[config.mk]
export PLATFORM = sky130hd
export DESIGN_NAME = fifo_read_ctrl
export DESIGN_NICKNAME = d
export VERILOG_FILES = /design/src/rtl/fifo_read_ctrl_pkg.sv /design/src/rtl/fifo_rd_skid.sv /design/src/rtl/fifo_read_ctrl.sv
export SDC_FILE = /design/constraint.sdc
export NUM_CORES = 1
export LEC_CHECK = 0
export CORE_AREA = 3 3 72 74
export DETAILED_ROUTE_END_ITERATION = 16
export DIE_AREA = 0 0 75 77
export GPL_ROUTABILITY_DRIVEN = 0
export PLACE_DENSITY = 0.64
export SLEW_MARGIN = 20
export SYNTH_ARGS = -nofsm -noshare
export SYNTH_HDL_FRONTEND = slang
export SYNTH_SLANG_ARGS = --single-unit
[constraint.sdc]
create_clock -name rd_clk -period 3.97 [get_ports rd_clk]
set_input_delay 0.794 -clock rd_clk [delete_from_list [all_inputs] [get_ports rd_clk]]
set_output_delay 0.794 -clock rd_clk [all_outputs]
set_load 0.005 [all_outputs]
[src/rtl/fifo_read_ctrl_pkg.sv]
// Shared constants for the FIFO read-side drain engine.
// Latency: none (definitions only).
// Backpressure: not applicable.
package fifo_read_ctrl_pkg;

    // FSM encoding, kept as plain constants so older tools and waveform scripts can decode it
    localparam logic [1:0] ST_IDLE  = 2'd0;
    localparam logic [1:0] ST_RUN   = 2'd1;
    localparam logic [1:0] ST_DRAIN = 2'd2;
    localparam logic [1:0] ST_DONE  = 2'd3;

    // Skid buffer depth and the width needed to count 0..SKID_DEPTH entries
    localparam int SKID_DEPTH    = 2;
    localparam int OCC_W         = $clog2(SKID_DEPTH + 1);

    // Default width of burst length and delivered-word counter
    localparam int DEF_CNT_WIDTH = 8;

endpackage

[src/rtl/fifo_rd_skid.sv]
// Two-entry skid buffer between the FIFO read port and the downstream consumer.
// Latency: a pushed word is visible at the head on the cycle after the push.
// Backpressure: head is held while not popped; caller must not push when full without a pop.
module fifo_rd_skid
    import fifo_read_ctrl_pkg::*;
#(
    parameter int data_width = 4
) (
    input  logic                  rd_clk,
    input  logic                  rd_reset_n,
    input  logic                  push,
    input  logic [data_width-1:0] push_dat,
    input  logic                  pop,
    output logic [OCC_W-1:0]      occ,
    output logic [data_width-1:0] head_dat
);

    logic [data_width-1:0] ent0;
    logic [data_width-1:0] ent1;

    assign head_dat = ent0;

    // ent0 is always the head; entries shift forward on pop so order is preserved
    always_ff @(posedge rd_clk or negedge rd_reset_n) begin
        if (!rd_reset_n) begin
            occ  <= '0;
            ent0 <= '0;
            ent1 <= '0;
        end else begin
            case ({push, pop})
                2'b10: begin
                    if (occ == '0) ent0 <= push_dat;
                    else           ent1 <= push_dat;
                    occ <= occ + OCC_W'(1);
                end
                2'b01: begin
                    ent0 <= ent1;
                    occ  <= occ - OCC_W'(1);
                end
                2'b11: begin
                    // occupancy unchanged; new word lands behind whatever remains
                    if (occ == OCC_W'(1)) begin
                        ent0 <= push_dat;
                    end else begin
                        ent0 <= ent1;
                        ent1 <= push_dat;
                    end
                end
                default: ;
            endcase
        end
    end

endmodule

[src/rtl/fifo_read_ctrl.sv]
// Drains burst_len words from the async FIFO read port into a valid/ready stream.
// Latency: start->first rd_en 1 cycle, rd_en->m_valid 2 cycles, last transfer->done 1 cycle.
// Backpressure: m_ready low holds m_data; reads stop once skid + in-flight would exceed 2.
// Optional FIFO_READ_CTRL_TIMEOUT_EN: stall counter that aborts a burst starved by an empty FIFO.
module fifo_read_ctrl
    import fifo_read_ctrl_pkg::*;
#(
    parameter int data_width     = 4,
    parameter int cnt_width      = DEF_CNT_WIDTH,
    parameter int timeout_cycles = 255
) (
    input  logic                  rd_clk,
    input  logic                  rd_reset_n,
    input  logic                  start,
    input  logic [cnt_width-1:0]  burst_len,
    input  logic                  fifo_empty,
    input  logic                  fifo_underflow,
    input  logic [data_width-1:0] fifo_data_out,
    output logic                  rd_en,
    output logic [data_width-1:0] m_data,
    output logic                  m_valid,
    input  logic                  m_ready,
    output logic                  busy,
    output logic                  done,
    output logic [cnt_width-1:0]  words_done,
    output logic                  underflow_err,
    output logic                  timeout_err
);

    localparam logic [cnt_width-1:0] ONE = cnt_width'(1);

    logic [1:0]           state;
    logic [1:0]           state_nxt;
    logic [cnt_width-1:0] issue_left;
    logic                 inflight;
    logic [OCC_W-1:0]     occ;
    logic                 pop;
    logic                 room;
    logic                 force_drain;
    logic                 accept;

    assign accept  = (state == ST_IDLE) && start;
    assign m_valid = (occ != '0);
    assign pop     = m_valid && m_ready;
    assign done    = (state == ST_DONE);

    // Counting this cycle's pop keeps 1 word/cycle with m_ready high while still
    // guaranteeing the word returning next cycle finds a free skid slot.
    assign room  = ({1'b0, occ} + {2'b00, inflight}) < ({2'b00, pop} + 3'd2);
    assign rd_en = (state == ST_RUN) && !fifo_empty && (issue_left != '0) && room;

    fifo_rd_skid #(
        .data_width (data_width)
    ) u_skid (
        .rd_clk     (rd_clk),
        .rd_reset_n (rd_reset_n),
        .push       (inflight),
        .push_dat   (fifo_data_out),
        .pop        (pop),
        .occ        (occ),
        .head_dat   (m_data)
    );

`ifdef FIFO_READ_CTRL_TIMEOUT_EN
    localparam int STALL_W = $clog2(timeout_cycles + 1);

    logic [STALL_W-1:0] stall_cnt;
    logic               stall;

    assign stall       = (state == ST_RUN) && (issue_left != '0) && fifo_empty;
    assign force_drain = stall && (stall_cnt == STALL_W'(timeout_cycles - 1));

    // Stall counter counts starved RUN cycles; error is sticky until the next accepted start
    always_ff @(posedge rd_clk or negedge rd_reset_n) begin
        if (!rd_reset_n) begin
            stall_cnt   <= '0;
            timeout_err <= 1'b0;
        end else begin
            if (accept)           timeout_err <= 1'b0;
            else if (force_drain) timeout_err <= 1'b1;

            if (rd_en || (state != ST_RUN)) stall_cnt <= '0;
            else if (stall)                 stall_cnt <= stall_cnt + STALL_W'(1);
        end
    end
`else
    logic unused_timeout;

    assign unused_timeout = (timeout_cycles != 0);
    assign force_drain    = 1'b0;
    assign timeout_err    = 1'b0;
`endif

    // Next-state decode: DRAIN ends as soon as the last word leaves the skid this cycle
    always_comb begin
        state_nxt = state;
        case (state)
            ST_IDLE:  if (start) state_nxt = (burst_len == '0) ? ST_DONE : ST_RUN;
            ST_RUN:   if (force_drain || (rd_en && (issue_left == ONE))) state_nxt = ST_DRAIN;
            ST_DRAIN: if (!inflight && (occ == {1'b0, pop})) state_nxt = ST_DONE;
            default:  state_nxt = ST_IDLE;
        endcase
    end

    // Burst bookkeeping: issue count, in-flight read, delivered count, sticky underflow
    always_ff @(posedge rd_clk or negedge rd_reset_n) begin
        if (!rd_reset_n) begin
            state         <= ST_IDLE;
            busy          <= 1'b0;
            inflight      <= 1'b0;
            issue_left    <= '0;
            words_done    <= '0;
            underflow_err <= 1'b0;
        end else begin
            state    <= state_nxt;
            busy     <= (state_nxt == ST_RUN) || (state_nxt == ST_DRAIN);
            inflight <= rd_en;
            if (accept) begin
                issue_left    <= burst_len;
                words_done    <= '0;
                underflow_err <= 1'b0;
            end else begin
                if (rd_en) issue_left <= issue_left - ONE;
                if (pop)   words_done <= words_done + ONE;
                if (fifo_underflow && ((state == ST_RUN) || (state == ST_DRAIN)))
                    underflow_err <= 1'b1;
            end
        end
    end

endmodule

==> results by group <==
Setup path
  • Worst setup SP type: primary input
  • Crit end category: output port
  • Origin of the critical flop-to-flop path: inflight
  • Reg2Reg Setup Slack: ~1.8 ns
  • Worst Path Required: 3.18 ns
  • CP max FO: 4
  • Crit path DAT: between 2 and 3 ns
  • CP Class: in -> out
  • Worst-case reg-to-reg path depth: 6
  • Worst reg2reg endpoint: busy

STA
  • Fin. Hold Viols: 0
  • Setup violators final: 0
  • Final clock skew: around 0.0048 ns
  • Rel. slew slack: 0.6064
  • Worst slew pin tran: approximately 0.59 ns
  • Final setup TNS: 0 ns
  • Final Max Slew Viols: 0
  • Tmin final: between 3 and 4 ns
  • RSZ-0062 raised after global routing: false
  • Fin Hold WS: about 0.47 ns
  • Max Freq: a little under 0.3 GHz
  • Final period utilization: 0.8639

Drt
  • Vias/cell: just over 5
  • DR pass1 iterations: 4
  • Drt wl/cell: ~13 um
  • Final wirelength: 3635 um
  • Routed Antenna Nets: 0
  • Vias post-DR: roughly 1.4k
  • Drc violations: 0
  • DRT iter0 DRCs: 38

Clock network
  • Post-CTS Resized: 0
  • Hold_buf cts: 0
  • CTS sink count: 31
  • CTS root buffer: clkbuf_8
  • Clk slew on worst S/H paths: 0.06 ns
  • Clock Latency Late Sink: between 0.2 and 0.3 ns
  • Post-CTS setup buffers: 0
  • CTS tree: built
  • Clock Path Buffers: 2
  • CTS HTree Levels: 2
  • Inserted Clock Buffers: 5

Min path
  • Hold depth: 2
  • HP Start: u_skid.head_dat[0]
  • Min-Delay Endpoint: u_skid.head_dat[0]
  • Worst Hold Class: reg -> reg

Layout
  • Area delta synth->final: 26.58%
  • Share of cells above drive strength 1: 0.1076
  • # diodes: 0
  • Layout Nets: ~260
  • Fin cells: roughly 280
  • Commonest non-fill, non-tap cell in the layout: clkdlybuf4s50_1
  • Filler instances: 444
  • Most frequent cells in the layout: 34 x clkdlybuf4s50_1, 31 x dfrtp_1, 18 x nand2_1

GRT
  • Met2 Usage GRT: 0.2108
  • Initial antenna violation count: 0
  • Largest net degree at the start of global routing: 32
  • GRT Total Usage: 0.1380
  • M3 GR Usage: 0.04980
  • Vias in the first global route: between 1k and 1.5k
  • Remaining global-route overflow: 0
  • First-pass GRT wire length: between 6000 and 7000 um
  • GRT busiest layer: met2
  • M1 GR Usage: 0.1723

Yosys
  • Mapped Area: between 0.0015 and 0.002 sq mm
  • Primary FF master, synth: dfrtp_1
  • Register area share after synthesis: 0.4203
  • Syn Inst Count: 184
  • Synth cell types: 46
  • Post-synthesis net count: ~220
  • Average size of a mapped cell: 10.03 sq um
  • Synth Warn #: 0
  • Async S/R FF share, synth: 1.000
  • Post-synth EDFFs: 0
  • Seq cells post-synth: 31

Status
  • Status: finished clean

Run
  • Max-Cap Viols: 0

Pwr
  • PwrDens: 671.1 mW/mm^2
  • Peak supply drop: about 260 uV
  • Lkg Pwr: 1.018 nW

Floorplan
  • Die height: around 77 um
  • Full die area: 0.005775 sq mm
  • Row count: 25
  • Core ar.: 0.004661 sq mm
  • Starting Density: 0.3960
  • Die W: ~75 um
  • Boundary Pins: 36

Placed design
  • DP HPWL: approximately 2700 um
  • # placed instances: 270
  • IO Port Bufs: 34
[where the power goes]
group	internal, mW	switching, mW
Sequential	0.446	0.108
Combinational	0.388	0.377
Clock	0.136	0.114
Total	0.970	0.598
[per-stage QoR]
stage                     worst slack [ns]  cell area (sq um)    util  power, mW
after floorplan                      1.549               1846       -      1.074
after global placement              0.5405               2248  0.4824      1.317
after detailed placement            0.5415               2248  0.4824      1.333
after CTS                           0.5322               2336  0.5012      1.594
after global routing                0.4333               2336  0.5012      1.710
final                               0.5405               2336  0.5012      1.568
[worst max-delay path: stages]
cell and delay [ns]:
clkdlybuf4s50_1 0.47, or3b_4 0.42, a21oi_2 0.23, o21ai_2 0.12, inv_1 0.10, clkdlybuf4s50_1 0.50
[synth_stat cells (all sizes together) (3+ instances only)]
cell / count / area, sq um
nor2: 17 / 66.32
xnor2: 5 / 43.79
nand2: 18 / 67.56
dfrtp: 31 / 775.7
mux2i: 4 / 40.04
o21ai: 12 / 63.81
xor2: 7 / 61.31
a22oi: 4 / 30.03
inv: 14 / 52.55
nand4: 4 / 25.02
ha: 15 / 187.7
mux2: 5 / 56.30
a21oi: 10 / 53.80
or4: 3 / 26.27
[per-layer routing]
layer / up-vias / wire length (um)
met5: - / 0
met4: 0 / 66
met3: 6 / 176
met2: 31 / 1698
met1: 668 / 1694
li1: 718 / -
[flip-flops by register name, summed over array words and instances (netlist names)]
name             flops
inflight             1
state                2
issue_left           8
u_skid.ent1          4
u_skid.head_dat      4
words_done           8
underflow_err        1
busy                 1
u_skid.occ           2
[worst max-delay path by stage]
stage | slack (ns) | start | to | cells past startpoint
2_1_floorplan | 1.55 | fifo_empty | rd_en | 4
3_3_place_gp | 0.54 | m_ready | rd_en | 6
3_5_place_dp | 0.54 | m_ready | rd_en | 6
4_1_cts | 0.53 | m_ready | rd_en | 6
5_1_grt | 0.43 | m_ready | rd_en | 6
6_report | 0.54 | m_ready | rd_en | 6
[layout make-up]
| class | count | area, sq um | share of cell area |
|---|---|---|---|
| clock buffers | 6 | 82.58 | 0.03535 |
| clock inverters | 1 | 5.005 | 0.002142 |
| inverters | 14 | 52.55 | 0.02250 |
| multi-input cells | 135 | 997.2 | 0.4269 |
| flip-flops and latches | 31 | 775.7 | 0.3321 |
| well taps | 54 | 67.56 | 0.02892 |
| repair buffers | 36 | 355.3 | 0.1521 |
[logic make-up after synthesis]
family	share of synthesized area
and+or+nand+nor	0.1769
AOI/OAI and AO/OA	0.1505
DFF	0.4203
buffers and inverters	0.03932
adders and majority gates	0.1017
xor gates and xnor gates	0.05695
muxes	0.05220
other	0.002032
Note: power is estimated with default switching activity, not from simulation.
